--- config.mk ---
export PLATFORM = sky130hd
export DESIGN_NAME = dmem_responder
export DESIGN_NICKNAME = d
export VERILOG_FILES = /design/src/rtl/dmem_pkg.sv /design/src/rtl/ram_sp.sv /design/src/rtl/dmem_responder.sv
export SDC_FILE = /design/constraint.sdc
export NUM_CORES = 2
export LEC_CHECK = 0
export CORE_ASPECT_RATIO = 1.75
export CORE_MARGIN = 5
export CORE_UTILIZATION = 34
export CTS_CLUSTER_DIAMETER = 30
export DETAILED_ROUTE_END_ITERATION = 16
export DONT_BUFFER_PORTS = 1
export MAX_ROUTING_LAYER = met4
export PLACE_DENSITY = 0.52
export SLEW_MARGIN = 20
export SYNTH_ARGS = -nofsm -noshare
export SYNTH_HDL_FRONTEND = slang
export SYNTH_SLANG_ARGS = --single-unit
--- constraint.sdc ---
create_clock -name clk -period 5.4 [get_ports clk]
set_input_delay 0.81 -clock clk [delete_from_list [all_inputs] [get_ports clk]]
set_output_delay 0.81 -clock clk [all_outputs]
set_load 0.1 [all_outputs]
--- src/rtl/dmem_pkg.sv ---
// Shared definitions for the data-memory responder.
//
// Contents:
//   state_t        responder FSM states (IDLE / WAIT / RESP)
//   MMIO_OUT_ADDR  byte address of the read/write I/O output register
//   MMIO_CNT_ADDR  byte address of the read-only free-running cycle counter
//   ERR_RDATA      load data returned by a rejected access
//   is_word_aligned  helper: true when the low two address bits are zero

package dmem_pkg;

    typedef enum logic [1:0] {
        ST_IDLE = 2'd0,
        ST_WAIT = 2'd1,
        ST_RESP = 2'd2
    } state_t;

    localparam logic [31:0] MMIO_OUT_ADDR = 32'hFFFF_FF00;
    localparam logic [31:0] MMIO_CNT_ADDR = 32'hFFFF_FF04;
    localparam logic [31:0] ERR_RDATA     = 32'h0000_0000;

    function automatic logic is_word_aligned(input logic [31:0] a);
        return (a[1:0] == 2'b00);
    endfunction

endpackage

--- src/rtl/ram_sp.sv ---
// Single-port word RAM: synchronous write, asynchronous read.
// Contents are not reset.
//
// Parameters:
//   DEPTH  number of 32-bit words (power of two)
// Ports:
//   clk    clock, write on rising edge
//   we     write enable
//   addr   word index, shared by read and write
//   wdata  write data
//   rdata  read data, combinational from addr

module ram_sp #(
    parameter int DEPTH = 64
) (
    input  logic                     clk,
    input  logic                     we,
    input  logic [$clog2(DEPTH)-1:0] addr,
    input  logic [31:0]              wdata,
    output logic [31:0]              rdata
);

    logic [31:0] mem [DEPTH];

    always_ff @(posedge clk) begin
        if (we) begin
            mem[addr] <= wdata;
        end
    end

    assign rdata = mem[addr];

endmodule

--- src/rtl/dmem_responder.sv ---
// Data-memory responder for the multicycle core's load/store bus.
// A held request is captured in IDLE, WAIT wait states are inserted, and
// the access completes with a one-cycle ack carrying load data or err.
//
// Optional feature: define DMEM_MMIO_EN to decode two I/O addresses
// (output register at MMIO_OUT_ADDR, cycle counter at MMIO_CNT_ADDR).
// Without it both addresses are rejected and mmio_out is tied to 0.
//
// Handshake: the requester raises req with we/addr/wdata and holds all of
// them stable until ack. ack is a single-cycle pulse; err is only ever
// high together with ack. A req still high in the cycle after ack is
// taken as a new access.
//
// Parameters:
//   DEPTH  RAM size in 32-bit words (power of two, 4..4096)
//   WAIT   wait cycles before the response (0..15)
// Ports:
//   clk       clock
//   reset     synchronous, active-high
//   req       access request
//   we        1 = store word, 0 = load word
//   addr      byte address
//   wdata     store data
//   rdata     load data, valid in the ack cycle
//   ack       completion pulse
//   err       access rejected (with ack only)
//   busy      high while in WAIT or RESP
//   mmio_out  I/O output register

module dmem_responder
    import dmem_pkg::*;
#(
    parameter int DEPTH = 64,
    parameter int WAIT  = 2
) (
    input  logic        clk,
    input  logic        reset,
    input  logic        req,
    input  logic        we,
    input  logic [31:0] addr,
    input  logic [31:0] wdata,
    output logic [31:0] rdata,
    output logic        ack,
    output logic        err,
    output logic        busy,
    output logic [31:0] mmio_out
);

    localparam int          AW        = $clog2(DEPTH);
    localparam logic [31:0] RAM_BYTES = 32'(DEPTH * 4);
    localparam logic [3:0]  WAIT_INIT = 4'(WAIT);

    state_t      state;
    logic [3:0]  cnt;
    logic        we_q;
    logic [31:0] addr_q;
    logic [31:0] wdata_q;
    logic        err_q;
    logic [31:0] rdata_q;

    logic [31:0] dec_addr;
    logic        dec_we;
    logic        hit_ram;
    logic        hit_out;
    logic        hit_cnt;
    logic        dec_err;
    logic        enter_resp;
    logic        leave_resp;
    logic        ram_we;
    logic [31:0] ram_rdata;
    logic [31:0] load_data;

`ifdef DMEM_MMIO_EN
    logic [31:0] mmio_q;
    logic [31:0] cycle_cnt;
`endif

    // With WAIT==0 the edge that captures the request is also the edge that
    // enters RESP, so in IDLE the decode looks at the live inputs (the values
    // being captured); everywhere else it uses the captured copy.
    always_comb begin
        dec_addr = (state == ST_IDLE) ? addr : addr_q;
        dec_we   = (state == ST_IDLE) ? we   : we_q;
        hit_ram  = is_word_aligned(dec_addr) && (dec_addr < RAM_BYTES);
`ifdef DMEM_MMIO_EN
        hit_out  = (dec_addr == MMIO_OUT_ADDR);
        hit_cnt  = (dec_addr == MMIO_CNT_ADDR);
`else
        hit_out  = 1'b0;
        hit_cnt  = 1'b0;
`endif
        dec_err  = !(hit_ram || hit_out || hit_cnt);
    end

    always_comb begin
`ifdef DMEM_MMIO_EN
        if (hit_ram) begin
            load_data = ram_rdata;
        end else if (hit_out) begin
            load_data = mmio_q;
        end else begin
            load_data = cycle_cnt;
        end
`else
        load_data = ram_rdata;
`endif
    end

    assign enter_resp = ((state == ST_IDLE) && req && (WAIT_INIT == 4'd0)) ||
                        ((state == ST_WAIT) && (cnt <= 4'd1));

    // Stores commit on the edge leaving RESP; a reset in that cycle wins.
    assign leave_resp = (state == ST_RESP) && !reset;
    assign ram_we     = leave_resp && we_q && !err_q && hit_ram;

    always_ff @(posedge clk) begin
        if (reset) begin
            state   <= ST_IDLE;
            cnt     <= 4'd0;
            we_q    <= 1'b0;
            addr_q  <= 32'd0;
            wdata_q <= 32'd0;
        end else begin
            case (state)
                ST_IDLE: begin
                    if (req) begin
                        we_q    <= we;
                        addr_q  <= addr;
                        wdata_q <= wdata;
                        cnt     <= WAIT_INIT;
                        state   <= (WAIT_INIT == 4'd0) ? ST_RESP : ST_WAIT;
                    end
                end
                ST_WAIT: begin
                    cnt <= cnt - 4'd1;
                    if (cnt <= 4'd1) begin
                        state <= ST_RESP;
                    end
                end
                ST_RESP: begin
                    state <= ST_IDLE;
                end
                default: begin
                    state <= ST_IDLE;
                end
            endcase
        end
    end

    // Response registers load on the edge entering RESP. A store leaves
    // rdata untouched unless it is rejected.
    always_ff @(posedge clk) begin
        if (reset) begin
            err_q   <= 1'b0;
            rdata_q <= 32'd0;
        end else if (enter_resp) begin
            err_q <= dec_err;
            if (dec_err) begin
                rdata_q <= ERR_RDATA;
            end else if (!dec_we) begin
                rdata_q <= load_data;
            end
        end
    end

`ifdef DMEM_MMIO_EN
    always_ff @(posedge clk) begin
        if (reset) begin
            mmio_q    <= 32'd0;
            cycle_cnt <= 32'd0;
        end else begin
            cycle_cnt <= cycle_cnt + 32'd1;
            if (leave_resp && we_q && !err_q && hit_out) begin
                mmio_q <= wdata_q;
            end
        end
    end

    assign mmio_out = mmio_q;
`else
    assign mmio_out = 32'd0;
`endif

    ram_sp #(
        .DEPTH(DEPTH)
    ) u_ram (
        .clk   (clk),
        .we    (ram_we),
        .addr  (dec_addr[2 +: AW]),
        .wdata (wdata_q),
        .rdata (ram_rdata)
    );

    assign ack   = (state == ST_RESP) && !reset;
    assign err   = ack && err_q;
    assign busy  = (state != ST_IDLE);
    assign rdata = rdata_q;

endmodule

==> results.md <==
- GRT busiest layer: met2
- Total gr overflow: 0
- Antenna violations before repair: 4
- Static leakage: 0.0307 uW
- Status: complete, no violations
- CTS Buf Count: 233
- Wire length of the first global-routing pass: 434,000 um
- Routed WL: 324,000 um
- Met1 Resource Use GR: 28.3%
- Adder-cell area share of the yosys netlist: 0.0309%
- Synth unique cells: 67
- Asr flop ratio synth: 0%
- Area share of the largest cell type after synthesis: 76.0%
- R2R depth: 11
- Die area: 248,000 um^2
- Via-to-Cell Ratio: 5.95
- Post-CTS Setup Inserts: 0
- Finished Core Util: 40.0%
- Worst skew pair latency: 0.89 ns
- Reg area: 63,600 um^2
- Post-CTS Resized: 0
- Layout filler cell count: 21,800
- Synth Cell Area: 80,900 um^2
- Worst setup SP type: flip-flop
- Ports: 135
- DR vias: 53,500
- Starting Density: 34.1%
- Area Growth Syn to Fin: 17.5%
- Chip Width: 379 um
- Worst Hold Class: in2reg
- H-tree levels: 4
- Worst Path Required: 5.88 ns
- Post-route DRC violation count: 0
- Number of setup violations in the final report: 0
- Layout cells sized above 1: 14.4%
- Commonest non-fill, non-tap cell in the layout: edfxtp_1
- Met2 GRT Util: 45.4%
- P per Cell Area: 412 nW/um^2
- Seq/Total Area, Yosys: 78.5%
- Worst-Margin Slew: 1.22 ns
- Final Hold Vio Count: 0
- Most frequent cells in the layout: edfxtp_1, nand2_1, a21oi_1, o22ai_1, buf_4
- Setup crit end kind: flip-flop
- Post-DRT Antenna Nets: 0
- Fin crit share: 83.3%
- Compound-Gate Fraction of Synth Area: 9.00%
- Syn. warnings: 0
- Pre-CTS setup slack: 0.907 ns
- GP Congestion: 0.913
- FF-to-FF setup slack: 0.90 ns
- CTS Root Cell: clkbuf_16
- DRT Pass-1 Iters: 6
- Total negative slack: 0 ns
- Hold buffer count at cts: 2
- Post-Synth Simple-Gate Area: 8.97%
- Final min period: 4.50 ns
- DRT iter0 DRCs: 6,963
- Main combinational cell family by area after synthesis: compound AO/OA/AOI/OAI gates
- Clock buffer depth: 4
- Mux cell area share after synthesis: 1.24%
- FF-to-FF Start: state[0]
- Placed inst area: 87,000 um^2
- Detailed Place HPWL: 187,000 um
- Mean Syn Cell Area: 14.7 um^2
- Crit Reg-Reg Endpoint: u_ram.mem[34][26]
- Worst-path clk slew: 0.06 ns
- CTS tree: done
- Avg WL per Cell: 36.0 um
- Area of the multi-input gates: 16,400 um^2
- Crit Path Category: reg2reg
- Relative slew slack: 18.5%
- Met3 global-route usage: 3.32%
- Vias in the first global route: 52,000
- Post-layout nets: 5,766
- XOR/XNOR Fraction of Synth Area: 0%
- Worst EP arrival: 4.98 ns
- Row cnt: 237
- Worst Skew: 0.0752 ns
- Area contributors post-synth: edfxtp_1, nand2_1, o22ai_1
- DP Cell Count: 8,566
- Prevailing post-synth register cell: edfxtp_1
- Post-Layout Cell Count: 9,003
- Design Area, Final: 95,100 um^2
- Seq cells post-synth: 2,152
- Clk sinks: 2,152
- VDD IR max: 0.000258 V
- Hold wc startpoint: wdata[27]
- CP max FO: 18
- Slew Viols, Final: 0
- Area leader, netlist: edfxtp_1
- Port bufs: 0
- RSZ-0062 raised after global routing: false
- Die height: 655 um
- Maximum capacitance violations: 0
- Setup ws final: 0.899 ns
- Placeable Area: 238,000 um^2
- Max Freq: 0.222 GHz
- GRT Util Overall: 26.1%
- Post-synth EDFFs: 2,048
- Cells after Synth: 5,501
- Pin count of the biggest net entering global routing: 88
- Worst Hold Path Cells: 2
- WHS Endpoint: wdata_q[27]
==> report_power, final <==
part	total (uW)	switching, uW	internal [uW]
Combinational	3940	2990	948
Clock	16700	7150	9510
Sequential	18600	157	18400
==> state kept, by name, summed over array words and instances, names as in the netlist <==
signal / cells
addr_q: 32
cnt: 4
err_q: 1
rdata: 32
state: 2
u_ram.mem: 2048
wdata_q: 32
we_q: 1
==> stage by stage <==
| stage | hold slack (ns) | total power [uW] |
|---|---|---|
| after floorplan | 0.436 | 21000 |
| after global placement | 0.441 | 22800 |
| after detailed placement | 0.440 | 22800 |
| after CTS | 0.00237 | 39300 |
| after global routing | 0.0376 | 40100 |
| final | 0.0539 | 39200 |
==> cells by family (layout without fill, tap and decap cells) <==
logic type | count (synthesis) | after routing
simple gates | 1727 | 1727
compound gates | 1130 | 1130
buf+inv | 392 | 751
fa+ha+maj | 2 | 2
flops | 2152 | 2152
other cells | 1 | 37
mux | 97 | 97
==> worst max-delay path, stage by stage, from the launching register on <==
cell      delay [ns]
dfxtp_1         0.50
nor2_8          0.40
inv_2           0.22
nor3_2          0.15
nand3_1         0.13
a221oi_2        0.35
nand2_1         0.16
nor3b_2         0.44
buf_4           0.29
nand2_1         0.14
nor2_4          0.78
buf_4           0.53
==> cell type report <==
cell class	count	area share, %
sequential	2152	66.9
inverter	17	0.0671
clock inverter	164	2.01
clock buffer	266	6.38
tap	3107	4.09
multi-input combinational	2988	17.2
antenna	5	0.0132
timing repair buffer	304	3.27
==> Yosys cell counts, types with 8 or more instances <==
library cell / number
dfxtp_1: 104
nor3_1: 57
inv_1: 16
a32o_1: 39
nor4_1: 97
o31ai_1: 11
a21oi_1: 359
a211oi_1: 19
o221ai_1: 8
edfxtp_1: 2048
mux2_2: 8
a22oi_1: 19
a32oi_1: 126
nand3_1: 191
buf_2: 135
o21ai_0: 12
or4_1: 10
mux2i_1: 85
o22ai_1: 338
and3_1: 15
buf_1: 68
nor2_1: 243
clkbuf_1: 135
nand2_1: 1073
a31oi_1: 143
buf_4: 34
==> routing by layer <==
layer	vias to the layer above	part of all wire (%)	wire length, um
li1	21600	-	-
met3	1009	7.6	24500
met1	27600	34	109000
met4	0	7.7	24800
met2	3315	51	165000
met5	-	0	0
==> worst max path at each step <==
stage	from	end	slack, ns	cells after the start
floorplan	reset	u_ram.mem[32][0]	0.70	4
global placement	addr[11]	u_ram.mem[32][20]	0.93	9
detailed placement	state[0]	rdata[27]	0.91	10
CTS	state[0]	rdata[27]	0.91	10
global route	state[0]	u_ram.mem[32][31]	0.83	11
finish	state[0]	u_ram.mem[34][26]	0.90	11
(Power assumes the default switching activity.)
